`src/rtl/fetch_pkg.sv`:
```
// Shared constants and types for the instruction fetch unit.
package fetch_pkg;

    localparam logic [31:0] INSTR_NOP        = 32'h0000_0013;
    localparam logic [31:0] RESET_PC_DEFAULT = 32'h0000_0000;

    typedef struct packed {
        logic [31:0] pc;
        logic [31:0] instr;
    } fetch_entry_t;

    function automatic logic [31:0] align_word(input logic [31:0] addr);
        return addr & ~32'h0000_0003;
    endfunction

endpackage

```
`src/rtl/fetch_fifo.sv`:
```
// Small circular FIFO with flush; used for the instruction/PC buffer and the pending-PC queue.
module fetch_fifo
    import fetch_pkg::*;
#(
    parameter int  DEPTH = 2,
    parameter type T     = fetch_entry_t
) (
    input  logic                       clk,
    input  logic                       rst_n,
    input  logic                       push,
    input  T                           push_data,
    input  logic                       pop,
    input  logic                       flush,
    output T                           head,
    output logic [$clog2(DEPTH+1)-1:0] count
);

    localparam int             PW   = (DEPTH > 1) ? $clog2(DEPTH) : 1;
    localparam int             CW   = $clog2(DEPTH + 1);
    localparam logic [PW-1:0]  LAST = PW'(DEPTH - 1);
    localparam logic [CW-1:0]  FULL = CW'(DEPTH);

    T              mem [DEPTH];
    logic [PW-1:0] wr_ptr;
    logic [PW-1:0] rd_ptr;
    logic          do_push;
    logic          do_pop;

    function automatic logic [PW-1:0] next_ptr(input logic [PW-1:0] p);
        return (p == LAST) ? '0 : p + 1'b1;
    endfunction

    // Qualify push/pop against occupancy; a full FIFO accepts a push only alongside a pop.
    always_comb begin
        do_pop  = pop & (count != '0);
        do_push = push & ((count != FULL) | do_pop);
        head    = mem[rd_ptr];
    end

    // Storage, pointers and occupancy; flush wins over any same-cycle push or pop.
    always_ff @(posedge clk or negedge rst_n) begin
        if (!rst_n) begin
            wr_ptr <= '0;
            rd_ptr <= '0;
            count  <= '0;
            for (int i = 0; i < DEPTH; i++) begin
                mem[i] <= '0;
            end
        end else if (flush) begin
            wr_ptr <= '0;
            rd_ptr <= '0;
            count  <= '0;
        end else begin
            if (do_push) begin
                mem[wr_ptr] <= push_data;
                wr_ptr      <= next_ptr(wr_ptr);
            end
            if (do_pop) begin
                rd_ptr <= next_ptr(rd_ptr);
            end
            case ({do_push, do_pop})
                2'b10:   count <= count + 1'b1;
                2'b01:   count <= count - 1'b1;
                default: count <= count;
            endcase
        end
    end

endmodule

```
`src/rtl/fetch.sv`:
```
// Instruction fetch: issues word-aligned requests, buffers in-order responses with their PCs,
// and presents them to decode; redirects flush the buffer and discard stale responses.
module fetch
    import fetch_pkg::*;
#(
    parameter logic [31:0] RESET_PC   = RESET_PC_DEFAULT,
    parameter int          FIFO_DEPTH = 2
) (
    input  logic        clk,
    input  logic        rst_n,
    output logic        imem_req,
    output logic [31:0] imem_addr,
    input  logic        imem_gnt,
    input  logic        imem_rvalid,
    input  logic [31:0] imem_rdata,
    input  logic        exec_ftch_redirect,
    input  logic [31:0] exec_ftch_target,
    input  logic        dec_ftch_stall,
    output logic        ftch_dec_valid,
    output logic [31:0] ftch_dec_instr,
    output logic [31:0] ftch_dec_pc
);

    localparam int              CW      = $clog2(FIFO_DEPTH + 1);
    localparam logic [CW+1:0]   DEPTH_W = (CW + 2)'(FIFO_DEPTH);

    logic [31:0]   pc_q;
    logic [31:0]   last_pc;
    logic [CW-1:0] drop_cnt;
    logic [CW-1:0] outstanding;
    logic [CW-1:0] fifo_count;
    logic [CW+1:0] occupancy;
    logic [31:0]   pend_head;
    logic          grant;
    logic          pop;
    logic          push;
    logic          drop_rsp;
    fetch_entry_t  head;
    fetch_entry_t  push_entry;

    // Request issue, response routing and decode-side presentation.
    always_comb begin
        if ((fifo_count != '0) && !exec_ftch_redirect) begin
            ftch_dec_valid = 1'b1;
            ftch_dec_instr = head.instr;
        end else begin
            ftch_dec_valid = 1'b0;
            ftch_dec_instr = INSTR_NOP;
        end
        ftch_dec_pc = (fifo_count != '0) ? head.pc : last_pc;
        pop         = ftch_dec_valid & ~dec_ftch_stall;

        // Every granted-but-unanswered request has a reserved buffer slot.
        occupancy  = {2'b00, outstanding} + {2'b00, fifo_count} - {{(CW + 1){1'b0}}, pop};
        imem_req   = rst_n & ~exec_ftch_redirect & (occupancy < DEPTH_W);
        imem_addr  = pc_q;
        grant      = imem_req & imem_gnt;

        drop_rsp         = imem_rvalid & (exec_ftch_redirect | (drop_cnt != '0));
        push             = imem_rvalid & ~drop_rsp;
        push_entry.pc    = pend_head;
        push_entry.instr = imem_rdata;
    end

    // Fetch PC, stale-response drop counter and the PC held while the buffer is empty.
    always_ff @(posedge clk or negedge rst_n) begin
        if (!rst_n) begin
            pc_q     <= RESET_PC;
            drop_cnt <= '0;
            last_pc  <= RESET_PC;
        end else begin
            if (exec_ftch_redirect) begin
                pc_q <= align_word(exec_ftch_target);
            end else if (grant) begin
                pc_q <= pc_q + 32'd4;
            end else begin
                pc_q <= pc_q;
            end

            if (exec_ftch_redirect) begin
                drop_cnt <= outstanding - CW'(imem_rvalid);
            end else if (imem_rvalid && (drop_cnt != '0)) begin
                drop_cnt <= drop_cnt - 1'b1;
            end else begin
                drop_cnt <= drop_cnt;
            end

            if (fifo_count != '0) begin
                last_pc <= head.pc;
            end else begin
                last_pc <= last_pc;
            end
        end
    end

    fetch_fifo #(
        .DEPTH (FIFO_DEPTH),
        .T     (fetch_entry_t)
    ) u_buf (
        .clk       (clk),
        .rst_n     (rst_n),
        .push      (push),
        .push_data (push_entry),
        .pop       (pop),
        .flush     (exec_ftch_redirect),
        .head      (head),
        .count     (fifo_count)
    );

    // Its occupancy is the outstanding-request count; every response pops it, stale or not.
    fetch_fifo #(
        .DEPTH (FIFO_DEPTH),
        .T     (logic [31:0])
    ) u_pend (
        .clk       (clk),
        .rst_n     (rst_n),
        .push      (grant),
        .push_data (pc_q),
        .pop       (imem_rvalid),
        .flush     (1'b0),
        .head      (pend_head),
        .count     (outstanding)
    );

endmodule
```
`config.mk`:
```
export PLATFORM = sky130hd
export DESIGN_NAME = fetch
export DESIGN_NICKNAME = d
export VERILOG_FILES = /design/src/rtl/fetch_pkg.sv /design/src/rtl/fetch_fifo.sv /design/src/rtl/fetch.sv
export SDC_FILE = /design/constraint.sdc
export NUM_CORES = 1
export LEC_CHECK = 0
export BUFFER_PORTS_ARGS = -buffer_cell sky130_fd_sc_hd__buf_2
export CORE_ASPECT_RATIO = 0.9
export CORE_MARGIN = 2
export CORE_UTILIZATION = 50
export CTS_BUF_LIST = sky130_fd_sc_hd__clkbuf_4 sky130_fd_sc_hd__clkbuf_8
export CTS_CLUSTER_SIZE = 10
export DETAILED_ROUTE_END_ITERATION = 16
export GPL_TIMING_DRIVEN = 0
export PLACE_DENSITY = 0.77
export SLEW_MARGIN = 30
export SYNTH_ARGS = -nofsm -noshare
export SYNTH_HDL_FRONTEND = slang
export SYNTH_SLANG_ARGS = --single-unit
```
`constraint.sdc`:
```
create_clock -name clk -period 11 [get_ports clk]
set_input_delay 1.1 -clock clk [delete_from_list [all_inputs] [get_ports clk]]
set_output_delay 1.1 -clock clk [all_outputs]
set_load 0.03 [all_outputs]
```
==> qor.csv <==
metric,value,unit
final setup margin,5.35,ns
max frequency,0.177,GHz
min cycle time layout,5.65,ns
storage element area,6410,um^2
Power Density,240,nW/um^2
min-delay worst type,input port to async pin,
largest net degree at the start of global routing,85,
core box area,22400,um^2
Crit path arrival time,4.55,ns
max-slew violation count,0,
Sink Count,256,
Synth Warn #,0,
vias,8385,
Post-synth ARST share,100,%
die area,24000,um^2
gpl congestion,0.866,
critical path class,input port to output port,
hpwl dp,19700,um
Yosys reg bits,256,
first-pass GRT wire length,44700,um
Post-Syn Instances,995,
Root Buffer,clkbuf_8,
htree depth,2,
worst r2r path cells,16,
Multi-input gate area,4640,um^2
Yosys top cell by area,dfrtp_1,
crit path cell chain,buf_2 -> clkbuf_1 -> inv_1 -> nand2_1 -> clkbuf_1 -> nor2_1 -> ha_1 -> nor2b_1 -> fa_1 -> nor2_1 -> nand2_1 -> a311oi_1 -> buf_2,
Max Cap Viol,0,
commonest cells in the netlist,"dfrtp_1 (256), mux2_2 (125), nand2_1 (108)",
drc violations,0,
hold buffer count at CTS,0,
Mean Syn Cell Area,11.5,um^2
total CTS buffers,42,
post-route cell area,13600,um^2
Synth cell types,53,
Util after Layout,60.4,%
Buffers on Ports,162,
total negative slack,0,ns
Clock transition at path regs,0.06,ns
slew margin rel.,38.1,%
DRT iter0 DRCs,634,
critical path's slowest cell,clkbuf_1,
ANT cells,0,
initial antenna violation count,0,
Crit. End Element,output port,
RSZ-0062 raised after global routing,false,
Congestion Overflow GR,0,
post-synthesis sequential area ratio,56.2,%
Min Hold Slack,0.456,ns
Setup Skew,0.0197,ns
Buf/Inv on CP,5,
vias in the first global route,8447,
Critical Path Stages,13,
gr usage total,23.6,%
Pre-antenna DRT Iters,5,
Wirelength per Cell,18.0,um
Crit path max-delay family,buffers and inverters,
post-route antenna net violation count,0,
startpoint types,input port,
worst slew pin tran,0.926,ns
most frequent cell after synthesis,dfrtp_1,
Worst path max stage delay,0.49,ns
Setup WS pre-CTS,5.34,ns
Post-Route WL,27500,um
Die H,147,um
Initial Util,50.8,%
Resized cells post-CTS,0,
die width,163,um
final hold viol count,0,
placed inst area,12700,um^2
final worst-path cycle share,51.4,%
Skew-Pair Late Insertion Delay,0.53,ns
number of synthesized flops with an enable pin,0,
Fill cells,1860,
row cnt,52,
top cell type's share of synthesized area,56.2,%
P&R area growth vs syn,18.8,%
I/O pin cnt,168,
clock buffer depth,3,
outcome,completed,
VDD IR max,112,uV
Synth Cell Area,11400,um^2
synth top area cells,"dfrtp_1 (56%), mux2_2 (12%), mux2i_1 (8.5%)",
share of cells above drive strength 1,31.6,%
required time worst endpoint,9.90,ns
LEAKAGE,6.41,nW
vias per cell,5.48,
post-CTS setup buffer count,0,
final setup fails,0,
Worst Path Max Fanout,10,
dominant synthesized flop cell,dfrtp_1,
CTS tree,yes,
nets,1283,
[worst register-to-register path, cell delays in order, from the launching register on]
cell and delay, ns:
dfrtp_1 0.35, clkbuf_1 0.17, or2_2 0.30, nand2_1 0.23, clkbuf_1 0.44, nor2_1 0.09
ha_1 0.30, nor2b_1 0.16, fa_1 0.46, nand4bb_1 0.19, a311o_1 0.28, buf_2 0.19
a21oi_2 0.16, inv_1 0.11, nor2_2 0.20, buf_6 0.20, mux2_2 0.35
[final cells by class]
| class | count | area share, % |
|---|---|---|
| tap | 297 | 2.74 |
| buffer | 68 | 2.27 |
| timing repair buffer | 165 | 6.66 |
| clock buffer | 67 | 6.20 |
| sequential | 256 | 47.3 |
| inverter | 16 | 0.443 |
| multi-input combinational | 656 | 34.2 |
| clock inverter | 4 | 0.194 |
[registers in the layout, summed over array words and instances, names as in the netlist]
register / flops
drop_cnt: 2
imem_addr: 30
last_pc: 32
u_buf.count: 2
u_buf.mem: 124
u_buf.rd_ptr: 1
u_buf.wr_ptr: 1
u_pend.count: 2
u_pend.mem: 60
u_pend.rd_ptr: 1
u_pend.wr_ptr: 1
[power by group]
group	switching, mW	internal, mW	total [mW]	leakage, nW
Combinational	0.594	0.407	1.00	2.64
Sequential	0.166	1.24	1.41	3.30
Clock	0.363	0.482	0.845	0.461
[metal layers]
| metal | wire length, um | GRT usage (%) | share of wire (%) |
|---|---|---|---|
| met3 | 1280 | 3.87 | 4.7 |
| met2 | 13300 | 37.8 | 48 |
| met5 | 0 | 0 | 0 |
| met1 | 12500 | 33.5 | 45 |
| met4 | 440 | 6.33 | 1.6 |
[metrics by stage]
| step | total power [mW] | std cells |
|---|---|---|
| 2_1_floorplan | 2.11 | 996 |
| 3_3_place_gp | 2.38 | 1455 |
| 3_5_place_dp | 2.43 | 1458 |
| 4_1_cts | 3.27 | 1529 |
| 5_1_grt | 3.45 | 1529 |
| 6_report | 3.25 | 1529 |
[kinds of logic (layout without fill, tap and decap cells)]
| group | count (synthesis) | in the layout | share of synthesized area [%] |
|---|---|---|---|
| compound gates | 173 | 173 | 8.77 |
| xor+xnor | 9 | 9 | 0.691 |
| fa+ha+maj | 8 | 8 | 0.943 |
| buf+inv | 84 | 320 | 3.22 |
| flops | 256 | 256 | 56.2 |
| mux | 222 | 222 | 20.8 |
| other cells | 1 | 2 | 0.0329 |
| simple gates | 242 | 242 | 9.33 |
[worst paths after layout]
check	start	endpoint	slack, ns
worst max-delay path	exec_ftch_redirect	imem_req	5.35
worst min-delay path	rst_n	u_buf.mem[29]$_DFFE_PN0P_	0.46
worst max register to register	u_buf.count[1]$_DFFE_PN0P_	u_pend.mem[57]$_DFFE_PN0P_	6.70
worst min register to register	last_pc[1]$_DFF_PN0_	last_pc[1]$_DFF_PN0_	0.47
max in group asynchronous	rst_n	u_pend.mem[30]$_DFFE_PN0P_	9.85
min in group clk	last_pc[1]$_DFF_PN0_	last_pc[1]$_DFF_PN0_	0.47
[cells in the final DEF, fill, tap and decap left out, types with 4 or more instances in the layout]
cell / count
a21oi_1: 42
clkbuf_8: 54
nor2_1: 81
inv_1: 16
o311ai_0: 19
clkbuf_4: 13
clkbuf_1: 34
dfrtp_1: 256
nor3_1: 5
mux2i_1: 97
nor2b_1: 4
buf_2: 176
ha_1: 7
a31oi_1: 8
buf_1: 13
mux2_2: 125
nand2_1: 108
xnor2_1: 6
o21ai_0: 88
nand3_1: 14
Power figures use the tool's default switching activity.
